$ cat config.mk
export PLATFORM = sky130hd
export DESIGN_NAME = llr_fg_engine
export DESIGN_NICKNAME = d
export VERILOG_FILES = /design/src/rtl/polar_dec_pkg.sv /design/src/rtl/llr_fg_lane.sv /design/src/rtl/llr_fg_engine.sv
export SDC_FILE = /design/constraint.sdc
export NUM_CORES = 1
export LEC_CHECK = 0
export CORE_UTILIZATION = 51
export CTS_BUF_LIST = sky130_fd_sc_hd__clkbuf_2 sky130_fd_sc_hd__clkbuf_4 sky130_fd_sc_hd__clkbuf_8
export CTS_CLUSTER_DIAMETER = 50
export CTS_CLUSTER_SIZE = 24
export DETAILED_ROUTE_END_ITERATION = 16
export GPL_TIMING_DRIVEN = 0
export HOLD_SLACK_MARGIN = 0.05
export PLACE_DENSITY = 0.79
export SLEW_MARGIN = 10
export SYNTH_ARGS = -nofsm -noshare
export SYNTH_HDL_FRONTEND = slang
export SYNTH_HIERARCHICAL = 1
export SYNTH_SLANG_ARGS = --single-unit
$ cat constraint.sdc
create_clock -name clk -period 5.1 [get_ports clk]
set_clock_uncertainty 0.1 [all_clocks]
set_input_delay 1.53 -clock clk [delete_from_list [all_inputs] [get_ports clk]]
set_output_delay 1.53 -clock clk [all_outputs]
set_load 0.02 [all_outputs]
$ cat src/rtl/polar_dec_pkg.sv
// Shared sizing helpers, LLR limits and FSM states for the SC polar decoder LLR datapath.
package polar_dec_pkg;

  function automatic int llr_data_width(input int p, input int q);
    return (2 ** p) * q;
  endfunction

  function automatic int llr_depth(input int n, input int p);
    return (2 ** (n - p)) - 2 + p;
  endfunction

  function automatic int llr_addr_width(input int n, input int p);
    return $clog2(llr_depth(n, p));
  endfunction

  // Largest magnitude kept after saturation; the range is symmetric.
  function automatic int LLR_MAX(input int q);
    return (1 << (q - 1)) - 1;
  endfunction

  typedef enum logic [1:0] {
    ST_IDLE  = 2'd0,
    ST_ISSUE = 2'd1,
    ST_DRAIN = 2'd2
  } fg_state_t;

endpackage

$ cat src/rtl/llr_fg_lane.sv
// Single-lane min-sum f / partial-sum g with symmetric saturation (purely combinational).
module llr_fg_lane import polar_dec_pkg::*; #(
  parameter int Q = 6
) (
  input  logic signed [Q-1:0] i_a,
  input  logic signed [Q-1:0] i_b,
  input  logic                i_u,
  input  logic                i_op_g,
  output logic signed [Q-1:0] o_res
);

  localparam logic signed [Q:0] MAXV = (Q+1)'(LLR_MAX(Q));
  localparam logic signed [Q:0] MINV = -MAXV;

  logic signed [Q:0] w_a_ext;
  logic signed [Q:0] w_b_ext;
  logic signed [Q:0] w_abs_a;
  logic signed [Q:0] w_abs_b;
  logic signed [Q:0] w_min;
  logic signed [Q:0] w_f;
  logic signed [Q:0] w_g;
  logic signed [Q:0] w_pre;
  logic signed [Q:0] w_sat;

  assign w_a_ext = {i_a[Q-1], i_a};
  assign w_b_ext = {i_b[Q-1], i_b};
  assign w_abs_a = i_a[Q-1] ? -w_a_ext : w_a_ext;
  assign w_abs_b = i_b[Q-1] ? -w_b_ext : w_b_ext;
  assign w_min   = (w_abs_a < w_abs_b) ? w_abs_a : w_abs_b;
  // A magnitude of 2^(Q-1) survives here and is clipped by the common saturation below.
  assign w_f     = (i_a[Q-1] ^ i_b[Q-1]) ? -w_min : w_min;
  assign w_g     = i_u ? (w_b_ext - w_a_ext) : (w_b_ext + w_a_ext);
  assign w_pre   = i_op_g ? w_g : w_f;
  assign w_sat   = (w_pre > MAXV) ? MAXV : ((w_pre < MINV) ? MINV : w_pre);
  assign o_res   = w_sat[Q-1:0];

endmodule

$ cat src/rtl/llr_fg_engine.sv
// Streams len words from the LLR BRAM through 2^p f/g lanes and writes results back.
// state    | meaning
// IDLE     | waiting for start; len=0 finishes straight away via DRAIN
// ISSUE    | one read pair per cycle, word i = src + i
// DRAIN    | read issue finished, waiting for the done pulse of the last write
module llr_fg_engine import polar_dec_pkg::*; #(
  parameter  int n          = 5,
  parameter  int p          = 1,
  parameter  int Q          = 6,
  localparam int DATA_WIDTH = llr_data_width(p, Q),
  localparam int ADDR_WIDTH = llr_addr_width(n, p),
  localparam int LANES      = 2 ** p
) (
  input  logic                  clk,
  input  logic                  rst,
  input  logic                  start,
  input  logic                  op_g,
  input  logic [ADDR_WIDTH-1:0] src_a_addr,
  input  logic [ADDR_WIDTH-1:0] src_b_addr,
  input  logic [ADDR_WIDTH-1:0] dst_addr,
  input  logic [ADDR_WIDTH:0]   len,
  output logic [ADDR_WIDTH-1:0] psum_idx,
  input  logic [LANES-1:0]      psum,
  output logic                  rea,
  output logic                  reb,
  output logic [ADDR_WIDTH-1:0] rd_addra,
  output logic [ADDR_WIDTH-1:0] rd_addrb,
  input  logic [DATA_WIDTH-1:0] douta,
  input  logic [DATA_WIDTH-1:0] doutb,
  output logic                  we,
  output logic [ADDR_WIDTH-1:0] wr_addr,
  output logic [DATA_WIDTH-1:0] din,
  output logic                  busy,
  output logic                  done
);

  localparam logic [ADDR_WIDTH-1:0] A_ONE = ADDR_WIDTH'(1);
  localparam logic [ADDR_WIDTH:0]   L_ONE = (ADDR_WIDTH+1)'(1);

  fg_state_t             r_state;
  logic                  r_op;
  logic [ADDR_WIDTH:0]   r_remain;
  logic [ADDR_WIDTH-1:0] r_dst_ptr;
  logic                  r_done;

  logic                  r_s1_valid;
  logic                  r_s1_last;
  logic                  r_s1_op;
  logic [LANES-1:0]      r_s1_psum;
  logic [ADDR_WIDTH-1:0] r_s1_waddr;

  logic [DATA_WIDTH-1:0] w_res;

  assign busy = (r_state != ST_IDLE);
  assign done = r_done;

  always_ff @(posedge clk or posedge rst) begin
    if (rst) begin
      r_state   <= ST_IDLE;
      r_op      <= 1'b0;
      r_remain  <= '0;
      r_dst_ptr <= '0;
      r_done    <= 1'b0;
      rea       <= 1'b0;
      reb       <= 1'b0;
      rd_addra  <= '0;
      rd_addrb  <= '0;
      psum_idx  <= '0;
    end else begin
      r_done <= r_s1_valid && r_s1_last;
      case (r_state)
        ST_IDLE: begin
          if (start) begin
            r_op      <= op_g;
            r_remain  <= len;
            r_dst_ptr <= dst_addr;
            if (len == '0) begin
              r_state <= ST_DRAIN;
              r_done  <= 1'b1;
            end else begin
              r_state  <= ST_ISSUE;
              rea      <= 1'b1;
              reb      <= 1'b1;
              rd_addra <= src_a_addr;
              rd_addrb <= src_b_addr;
              psum_idx <= '0;
            end
          end
        end
        ST_ISSUE: begin
          r_remain  <= r_remain - L_ONE;
          r_dst_ptr <= r_dst_ptr + A_ONE;
          if (r_remain == L_ONE) begin
            r_state  <= ST_DRAIN;
            rea      <= 1'b0;
            reb      <= 1'b0;
            rd_addra <= '0;
            rd_addrb <= '0;
            psum_idx <= '0;
          end else begin
            rd_addra <= rd_addra + A_ONE;
            rd_addrb <= rd_addrb + A_ONE;
            psum_idx <= psum_idx + A_ONE;
          end
        end
        ST_DRAIN: begin
          if (r_done) r_state <= ST_IDLE;
        end
        default: r_state <= ST_IDLE;
      endcase
    end
  end

  // Stage 1 tags the read issued this cycle; its data arrives as douta/doutb next cycle.
  always_ff @(posedge clk or posedge rst) begin
    if (rst) begin
      r_s1_valid <= 1'b0;
      r_s1_last  <= 1'b0;
      r_s1_op    <= 1'b0;
      r_s1_psum  <= '0;
      r_s1_waddr <= '0;
      we         <= 1'b0;
      wr_addr    <= '0;
      din        <= '0;
    end else begin
      r_s1_valid <= (r_state == ST_ISSUE);
      r_s1_last  <= (r_state == ST_ISSUE) && (r_remain == L_ONE);
      r_s1_op    <= r_op;
      r_s1_psum  <= psum;
      r_s1_waddr <= r_dst_ptr;
      we         <= r_s1_valid;
      wr_addr    <= r_s1_valid ? r_s1_waddr : '0;
      din        <= r_s1_valid ? w_res : '0;
    end
  end

  for (genvar k = 0; k < LANES; k++) begin : g_lane
    llr_fg_lane #(.Q(Q)) u_lane (
      .i_a    (douta[k*Q +: Q]),
      .i_b    (doutb[k*Q +: Q]),
      .i_u    (r_s1_psum[k]),
      .i_op_g (r_s1_op),
      .o_res  (w_res[k*Q +: Q])
    );
  end

endmodule

======== After elaboration in Yosys (flattened, before gate mapping) ========
Index checks and enable logic that the tools add are counted.
storage, ports and cells
  register bits after elaboration ......... 52
  input bits .............................. 47
  output and inout port bits .............. 33
  logic and storage cells ................. 104
operators by class
  $add $sub $neg .......................... 15
  order comparisons ....................... 6
  eq/ne operators ......................... 7
  muxes and demuxes ....................... 46
  bitwise logic cells ..................... 2
  reductions and logical operators ........ 11
operator list
  cell                   count
  $mux W7                12
  $mux W4                11
  $pmux W4 S2            4
  $neg A6 Y7             4
  $mux W6                4
  $add A4 B1 Y4 const B  4
  $add A6 B6 Y7          2
  $gt A7 B6 Y1 const B   2
  $lt A7 B6 Y1 const B   2
  $lt A7 B7 Y1           2
  $neg A7 Y7             2
  $sub A6 B6 Y7          2
  $mux W12               1
  $pmux W5 S2            1
  $mux W2                4
  $ne A2 B2 Y1 const B   4
  $mux W1                6
  $pmux W2 S3            1
  $reduce_and A3 Y1      2
  $eq A5 B1 Y1 const B   1
  $logic_not A5 Y1       1
  $mux W5                1
  $sub A5 B1 Y5 const B  1
  $reduce_and A2 Y1      2
  other kinds (8)        11

======== Longest topological paths before layout ========
Gate-level depths: netlist of run 1.
  depth in word-level cells ............... 11
  gate-level depth with buffers ........... 21
  mapped depth without buffers ............ 21

======== Cells and area by module ========
The synthesis of run 1 kept the hierarchy.
by module, submodules not included
  module                          instances  cells an instance  area an instance (um2)  seq. area each (um2)
  llr_fg_engine                   1          203                2220.9                  1301.2
  llr_fg_lane (g_lane[0].u_lane)  1          185                1438.9                  0.0
  llr_fg_lane (g_lane[1].u_lane)  1          184                1350.0                  0.0

======== Worst setup path before layout of run 1 ========
Ideal clock, no wire load.
  path type ............................... input to register
  start ................................... in douta[6]
  end ..................................... reg din[6]
  setup time .............................. 0.119 ns
  arrival ................................. 5.085 ns
  data required time ...................... 4.881 ns
  path slack .............................. -0.204 ns
  stages on the path ...................... 20
  path buffers ............................ 0
  cell sequence ........................... inv_1 ha_1 nand2b_1 xnor2_1 ha_1 o21a_1 o21ai_0 a41oi_2 a21o_2 a21oi_1 inv_1 ha_1 nor2_1 nor3_1 mux2_2 a2111oi_0 nor3_1 o2111ai_1 a22oi_1 and2_1
on the way
  longest elaborated chain between the ends .. 11
  elaborated cells on any way between the ends .. 15
  classes of those cells .................. add/sub: 4; order compare: 3; mux: 8
RTL lines
  what                  line                  text
  start, declared       llr_fg_engine.sv:28   input logic [DATA_WIDTH-1:0] douta,
  $neg A6 Y7            llr_fg_lane.sv:27     assign w_abs_a = i_a[Q-1] ? -w_a_ext : w_a_ext;
  $mux W7               llr_fg_lane.sv:27
  $lt A7 B7 Y1          llr_fg_lane.sv:29     assign w_min = (w_abs_a < w_abs_b) ? w_abs_a : w_abs_b;
  $mux W7               llr_fg_lane.sv:29
  $neg A7 Y7            llr_fg_lane.sv:31     assign w_f = (i_a[Q-1] ^ i_b[Q-1]) ? -w_min : w_min;
  $mux W7               llr_fg_lane.sv:31
  $mux W7 (*)           llr_fg_lane.sv:33     assign w_pre = i_op_g ? w_g : w_f;
  $lt A7 B6 Y1          llr_fg_lane.sv:34     assign w_sat = (w_pre > MAXV) ? MAXV : ((w_pre < MINV) ? MINV : w_pre);
  $mux W6               llr_fg_lane.sv:34
  $mux W6 (*)           llr_fg_lane.sv:34
  via w_res[6]          llr_fg_engine.sv:52   logic [DATA_WIDTH-1:0] w_res;
  $mux W12 (*)          llr_fg_engine.sv:133  din <= r_s1_valid ? w_res : '0;
  end signal, assigned  llr_fg_engine.sv:133
  end, declared         llr_fg_engine.sv:32   output logic [DATA_WIDTH-1:0] din,
The timed path passes the listed nets; every way through them passes the cells marked *.
A chain may end at the register's enable or synchronous reset.

======== Worst setup path after layout of run 1 ========
  start ................................... in douta[0]
  end ..................................... reg din[3]
The elaborated chain is that of the path after synthesis.

==> qor.csv, run 1 <==
stage;metric;value;unit
routing;routed_via_density;5.82;
placed_design;gp_congestion;0.914;
sta;drv_slew;0;
final_layout;multi_input_area;3820;µm²
setup_path;r2r-start;r_s1_psum[1];
power_and_ir_drop;ir_worst_vdd;0.290;mV
clock_network;cts_tree;done;
run_status;status;finished, final reports clean;
synthesis;ys_seq_elements;52;
routing;first_pass_iters;5;
routing;drtIter0Drc;251;
routing;vias;4850;
synthesis;ys.flop_type;dfrtp_1;
sta;slew_headroom;52.3;%
power_and_ir_drop;leakage;0.00292;µW
clock_network;cts_buffer_depth;2;
die;die_h;101;µm
sta;rsz0062_at_grt;true;
routing;drcViolationCount;0;
setup_path;end_kind;flip-flop;
synthesis;synth_fp_nets;659;
hold_path;hold_path_class;flip-flop to flip-flop;
synthesis;synth_enable_flop_cells;0;
sta;fin_crit_sh;99.2;%
sta;tns;0;ns
global_routing;grt_pass1_wl;21700;µm
final_layout;utilization;73.6;%
final_layout;antenna_cells;0;
synthesis;synth_area;5010;µm²
clock_network;cts.sinks;52;
final_layout;area.sequential;1300;µm²
setup_path;cp.arrival;5.17;ns
sta;finalHoldViolCount;0;
hold_path;min_from;r_op;
routing;wl;14100;µm
final_layout;fillers;696;
die;coreArea;9370;µm²
sta;max_freq;198;MHz
placed_design;port_buffers;76;
final_layout;nets;791;
global_routing;track_usage;26.5;%
setup_path;path_class;primary input to flip-flop;
synthesis;synth_async_sr_flop_share;100;%
die;ios;80;
clock_network;path_clk_slew;0.09;ns
power_and_ir_drop;power_density;398;nW/µm²
clock_network;cts_hold_buf;0;
die;placementRows;35;
final_layout;final_common_cell;clkdlybuf4s50_1;
synthesis;yosys.cell_types.count;90;
flow_run;drv_cap;0;
power_and_ir_drop;power.total;2750;µW
synthesis;synthCells;572;
clock_network;cts_inserted_buffers;5;
synthesis;ys_warn_count;6;
sta;worst_slew_pin_slew;0.710;ns
synthesis;synth_seq_area_share;26.0;%
die;dieArea;10200;µm²
clock_network;ctsRootBufferMaster;clkbuf_8;
global_routing;grt_start_max_net_pins;32;
clock_network;cts_max_level;2;
setup_path;critPathLaunch;douta[0];
routing;wire_per_inst;16.9;µm
setup_path;crit_fanout;6;
placed_design;post-dp-hpwl;9830;µm
die;initial_core_util;53.5;%
sta;setup_viol;0;
setup_path;startpoint_type;primary input;
die;dieWidth;101;µm
clock_network;clock_latency;0.31;ns
routing;ant_nets;0;
global_routing;grt_pass1_vias;4694;
final_layout;layout-area-overhead-vs-synth;37.7;%
final_layout;final_cell_mix;clkdlybuf4s50_1, dfrtp_1, buf_4, nand2_1, nor2_1;
global_routing;grt_overflow;0;
final_layout;drive_above_1_share;28.5;%
sta;period_needed;5.06;ns
global_routing;antenna_found_initial;0;
setup_path;cp.required;5.21;ns
synthesis;syn-mean-instance-area;8.76;µm²
sta;hold_slack;0.294;ns
-- through the flow --
stage	instances	worst slack (ns)	cell area (µm²)
2_1_floorplan	572	0.000143	5090
6_report	834	0.0407	6900
3_5_place_dp	778	-1.26	6030
5_1_grt	834	-0.0772	6900
4_1_cts	811	0.00140	6510
3_3_place_gp	777	-1.13	6010
-- per-layer routing --
metal  up-vias  track usage, %  wire [µm]
met5         -               0          0
met4         0            6.47        269
li1       2325               -          -
met2       143            47.8       7340
met3        28            3.05        570
met1      2354            33.9       5910
-- worst paths after layout --
check                      slack [ns]             to  cells past startpoint
max                              0.04         din[3]                     21
min                              0.29        r_s1_op                      0
max reg2reg                      1.77         din[7]                     12
min reg2reg                      0.29        r_s1_op                      0
max in group asynchronous        2.91  r_s1_waddr[2]                      3
min in group asynchronous        1.45    psum_idx[3]                      2
-- critical path, stage by stage --
cell and delay (ns):
buf_8 0.11, inv_4 0.05, ha_4 0.24, mux2i_4 0.19
inv_1 0.08, ha_1 0.29, nor2b_2 0.15, o21a_1 0.22
o31ai_4 0.28, buf_4 0.17, a31o_4 0.18, a21oi_1 0.08
o21ai_2 0.20, inv_2 0.07, ha_4 0.18, a41oi_4 0.22
xor2_2 0.23, o21ai_4 0.10, buf_12 0.14, maj3_2 0.30
and2_1 0.15
-- report_power, final --
| part | internal [µW] | total, µW | switching [µW] |
|---|---|---|---|
| Sequential | 604 | 758 | 153 |
| Clock | 145 | 284 | 138 |
| Combinational | 825 | 1710 | 880 |
| Total | 1580 | 2750 | 1170 |
-- state kept, by name, indices dropped and copies added, names as in the netlist --
register / count
din: 12
r_remain: 5
psum_idx: 4
r_dst_ptr: 4
r_s1_waddr: 4
rd_addra: 4
rd_addrb: 4
wr_addr: 4
r_s1_psum: 2
r_state: 2
done: 1
r_op: 1
r_s1_last: 1
r_s1_op: 1
r_s1_valid: 1
reb: 1
we: 1
-- Yosys cell counts, types with 3 or more instances --
master | number | area share (%)
nor3_1 | 18 | 1.8
inv_1 | 38 | 2.8
a21oi_1 | 30 | 3.0
mux2i_1 | 11 | 2.2
o21ai_0 | 32 | 3.2
a22o_1 | 4 | 0.70
o21a_1 | 5 | 0.75
nand4bb_1 | 3 | 0.67
nor2b_1 | 9 | 1.1
o2bb2ai_1 | 4 | 0.70
ha_1 | 38 | 9.5
nand3_1 | 14 | 1.4
a22oi_1 | 5 | 0.75
nor2_1 | 37 | 2.8
buf_6 | 3 | 0.67
mux2_2 | 5 | 1.1
a32oi_1 | 3 | 0.52
and2_1 | 16 | 2.0
dfrtp_1 | 52 | 26
or3_1 | 6 | 0.75
nand2b_1 | 22 | 2.7
maj3_2 | 4 | 0.90
buf_2 | 9 | 0.90
xnor2_1 | 22 | 3.8
o31ai_1 | 5 | 0.75
o211ai_1 | 5 | 0.75
a21o_1 | 9 | 1.3
o21ai_1 | 7 | 0.70
xor2_1 | 13 | 2.3
o31ai_2 | 3 | 0.75
nand2_1 | 36 | 2.7
a31oi_1 | 5 | 0.62
clkbuf_1 | 11 | 0.82
o31ai_4 | 4 | 1.7
nor3b_1 | 10 | 1.5
-- what timing repair did --
| action | CTS | global route |
|---|---|---|
| endpoints found under the setup margin | 12 | 11 |
| gates resized for setup | 93 | 94 |
| pin swaps | 20 | 31 |
| buffers inserted | 25 | 23 |
-- area by class of cell --
cell class	count	share of cell area (%)
Tap cell	129	2.34
Multi-Input combinational cell	455	55.4
Inverter	39	2.30
Clock buffer	5	0.997
Sequential cell	52	18.9
Clock inverter	3	0.617
Timing Repair Buffer	125	16.8
Buffer	26	2.65
-- kinds of logic (layout without fill, tap and decap cells) --
logic type | count (synthesis) | after routing | synth area share, %
AO/OA/AOI/OAI | 160 | 160 | 24.4
XOR/XNOR | 39 | 39 | 7.64
adder cells (fa/ha/maj) | 46 | 46 | 11.6
buffers and inverters | 65 | 198 | 5.69
flip-flops | 52 | 52 | 26.0
multiplexers | 17 | 17 | 3.62
other | 2 | 2 | 0.150
AND/OR/NAND/NOR | 191 | 191 | 20.9
(Power assumes the default switching activity.)
==> inputs of run 2 (changes only) <==
--- a/config.mk
+++ b/config.mk
@@ -12,6 +12,7 @@
 export DETAILED_ROUTE_END_ITERATION = 16
 export GPL_TIMING_DRIVEN = 0
 export HOLD_SLACK_MARGIN = 0.05
+export MAX_ROUTING_LAYER = met4
 export PLACE_DENSITY = 0.79
 export SLEW_MARGIN = 10
 export SYNTH_ARGS = -nofsm -noshare
==> qor.csv, run 2 (synthesized netlist as in run 1, its figures left out) <==
stage;metric;value;unit;change
setup_path;crit_path_top_delay_cell;or4_4;;
setup_path;cp.arrival;5.12;ns;-0.05 ns
hold_path;holdPathEnd;r_s1_op;;
sta;fin_crit_sh;98.1;%;-1.1 points
placed_design;dpl_worst_slack;-1.18;ns;+0.0876 ns
placed_design;post-dp-hpwl;9930;µm;+0.98%
clock_network;cts_hold_buf;0;;unchanged
setup_path;r2r-end;din[0];;
run_status;status;finished, final reports clean;;
die;initial_core_util;53.5;%;unchanged
power_and_ir_drop;seqPwrFrac;28.4;%;+0.8 points
power_and_ir_drop;switching_share;43.2;%;+0.57 points
power_and_ir_drop;leakage;0.00282;µW;-3.5%
clock_network;cts_max_level;2;;unchanged
die;ios;80;;unchanged
final_layout;fillers;737;;+5.9%
sta;setup_slack;0.0944;ns;+0.0537 ns
clock_network;path_clk_slew;0.09;ns;about the same
hold_path;hold_depth;0;;unchanged
global_routing;track_usage;27.1;%;+0.61 points
setup_path;cpPeakStageDelay;0.43;ns;+0.13 ns
clock_network;ctsRootBufferMaster;clkbuf_8;;
setup_path;r2r_cells;14;;+2
final_layout;fin_area;6710;µm²;-2.8%
placed_design;gp_congestion;0.927;;+1.4%
global_routing;grt_overflow;0;;unchanged
clock_network;cts_inserted_buffers;5;;unchanged
setup_path;end_kind;flip-flop;;
die;placementRows;35;;unchanged
final_layout;area.sequential;1300;µm²;unchanged
final_layout;final_cell_mix;clkdlybuf4s50_1, dfrtp_1, buf_4, nand2_1, nor2_1;;
power_and_ir_drop;power.switching;1150;µW;-1.7%
setup_path;crit_fanout;7;;+1
sta;worst_slew_pin_slew;0.711;ns;+0.00159 ns
die;coreArea;9370;µm²;unchanged
routing;ant_nets;0;;unchanged
sta;slew_headroom;52.6;%;+0.26 points
final_layout;antenna_cells;0;;unchanged
routing;wl;13600;µm;-3.4%
setup_path;r2r_slack;1.91;ns;+0.14 ns
flow_run;drv_cap;0;;unchanged
final_layout;top_register;din;;
setup_path;path_class;primary input to flip-flop;;
setup_path;cp.required;5.21;ns;about the same
global_routing;grt_pass1_vias;4650;;-0.94%
sta;period_needed;5.01;ns;-0.0537 ns
sta;setup_viol;0;;unchanged
final_layout;nets;780;;-1.4%
routing;drcViolationCount;0;;unchanged
clock_network;clock_latency;0.31;ns;about the same
hold_path;hold_path_class;flip-flop to flip-flop;;
final_layout;drive_above_1_share;26.9;%;-1.6 points
global_routing;antenna_found_initial;0;;unchanged
setup_path;path_delay_family;simple AND/OR/NAND/NOR gates;;
clock_network;cts_buffer_depth;2;;unchanged
sta;tns;0;ns;unchanged
die;dieArea;10200;µm²;unchanged
sta;max_freq;200;MHz;+1.1%
setup_path;r2r-start;r_s1_psum[0];;
final_layout;final_common_cell;clkdlybuf4s50_1;;
setup_path;cp_num_buf_inv;3;;-3
power_and_ir_drop;ir_worst_vdd;0.294;mV;+1.3%
sta;finalHoldViolCount;0;;unchanged
power_and_ir_drop;clkPwrFrac;9.5;%;-0.8 points
routing;first_pass_iters;5;;unchanged
final_layout;layout-area-overhead-vs-synth;33.9;%;
routing;wire_per_inst;16.5;µm;-2.2%
die;die_h;101;µm;unchanged
power_and_ir_drop;power.total;2660;µW;-3.0%
placed_design;port_buffers;76;;unchanged
power_and_ir_drop;power_density;397;nW/µm²;-0.24%
global_routing;grt_start_max_net_pins;35;;+9.4%
clock_network;cts_tree;done;;
sta;drv_slew;0;;unchanged
die;dieWidth;101;µm;unchanged
power_and_ir_drop;p_int;1510;µW;-4.0%
final_layout;multi_input_area;3810;µm²;-0.43%
clock_network;cts.sinks;52;;unchanged
final_layout;reg_top3;din (12), r_remain (5);;
final_layout;largest_reg_flops;12;;unchanged
placed_design;placed_area;6030;µm²;unchanged
routing;drtIter0Drc;238;;-5.2%
setup_path;startpoint_type;primary input;;
global_routing;grt_pass1_wl;21300;µm;-1.9%
routing;vias;4830;;-0.41%
setup_path;cp_cell_sequence;buf_4 -> inv_2 -> ha_2 -> mux2i_4 -> ha_1 -> nor2b_2 -> o21a_1 -> o21ai_2 -> a41oi_2 -> a21o_2 -> mux2i_4 -> ha_4 -> nand3_1 -> mux2_4 -> or4_4 -> nand3_4 -> buf_4 -> a22oi_1 -> and2_1;;
hold_path;min_from;r_op;;
power_and_ir_drop;comb_power_share;62.1;%;about the same
routing;routed_via_density;5.87;;+0.92%
## run 2: cell type report
cell class / count / share of cell area [%]
tap: 129 / 2.41
sequential: 52 / 19.4
clock inverter: 2 / 0.224
inverter: 39 / 2.22
timing repair buffer: 114 / 15.0
clock buffer: 6 / 1.23
multi-input combinational: 455 / 56.8
buffer: 26 / 2.72
## run 2: how the worst max path moves through the flow
stage	from	endpoint	cells after the start
2_1_floorplan	douta[9]	din[7]	17
3_3_place_gp	douta[0]	din[0]	20
3_5_place_dp	douta[0]	din[0]	20
4_1_cts	douta[7]	din[6]	22
5_1_grt	doutb[7]	din[6]	20
6_report	doutb[7]	din[6]	19
## run 2: power by group through the flow
| stage | Clock [µW] | Combinational [µW] | Sequential (µW) |
|---|---|---|---|
| after floorplan | 0 | 894 | 869 |
| after global placement | 0 | 1470 | 754 |
| after detailed placement | 0 | 1520 | 761 |
| after CTS | 258 | 1590 | 754 |
| after global routing | 275 | 1800 | 780 |
| final | 252 | 1660 | 756 |
## run 2: routing by layer
layer / vias up / track usage, % / wire length (µm) / share of wire, %
met5: - / - / 0 / 0
met4: 0 / 7.36 / 247 / 1.8
met3: 30 / 4.44 / 614 / 4.5
met2: 165 / 47.4 / 7190 / 53
met1: 2334 / 32.3 / 5560 / 41
li1: 2301 / - / - / -
## run 2: what timing repair did
action / in CTS / in global routing
resized for setup: 88 / 71
endpoints found under the setup margin: 12 / 11
buffers inserted: 23 / 14
pin swaps: 17 / 24
## run 2: per-stage QoR
stage / utilization [%] / hold WS [ns] / std cells
after floorplan: - / 0.250 / 572
after global placement: 64.1 / 0.269 / 777
after detailed placement: 64.3 / 0.277 / 778
after CTS: 68.8 / 0.297 / 809
after global routing: 71.6 / 0.312 / 823
final: 71.6 / 0.294 / 823
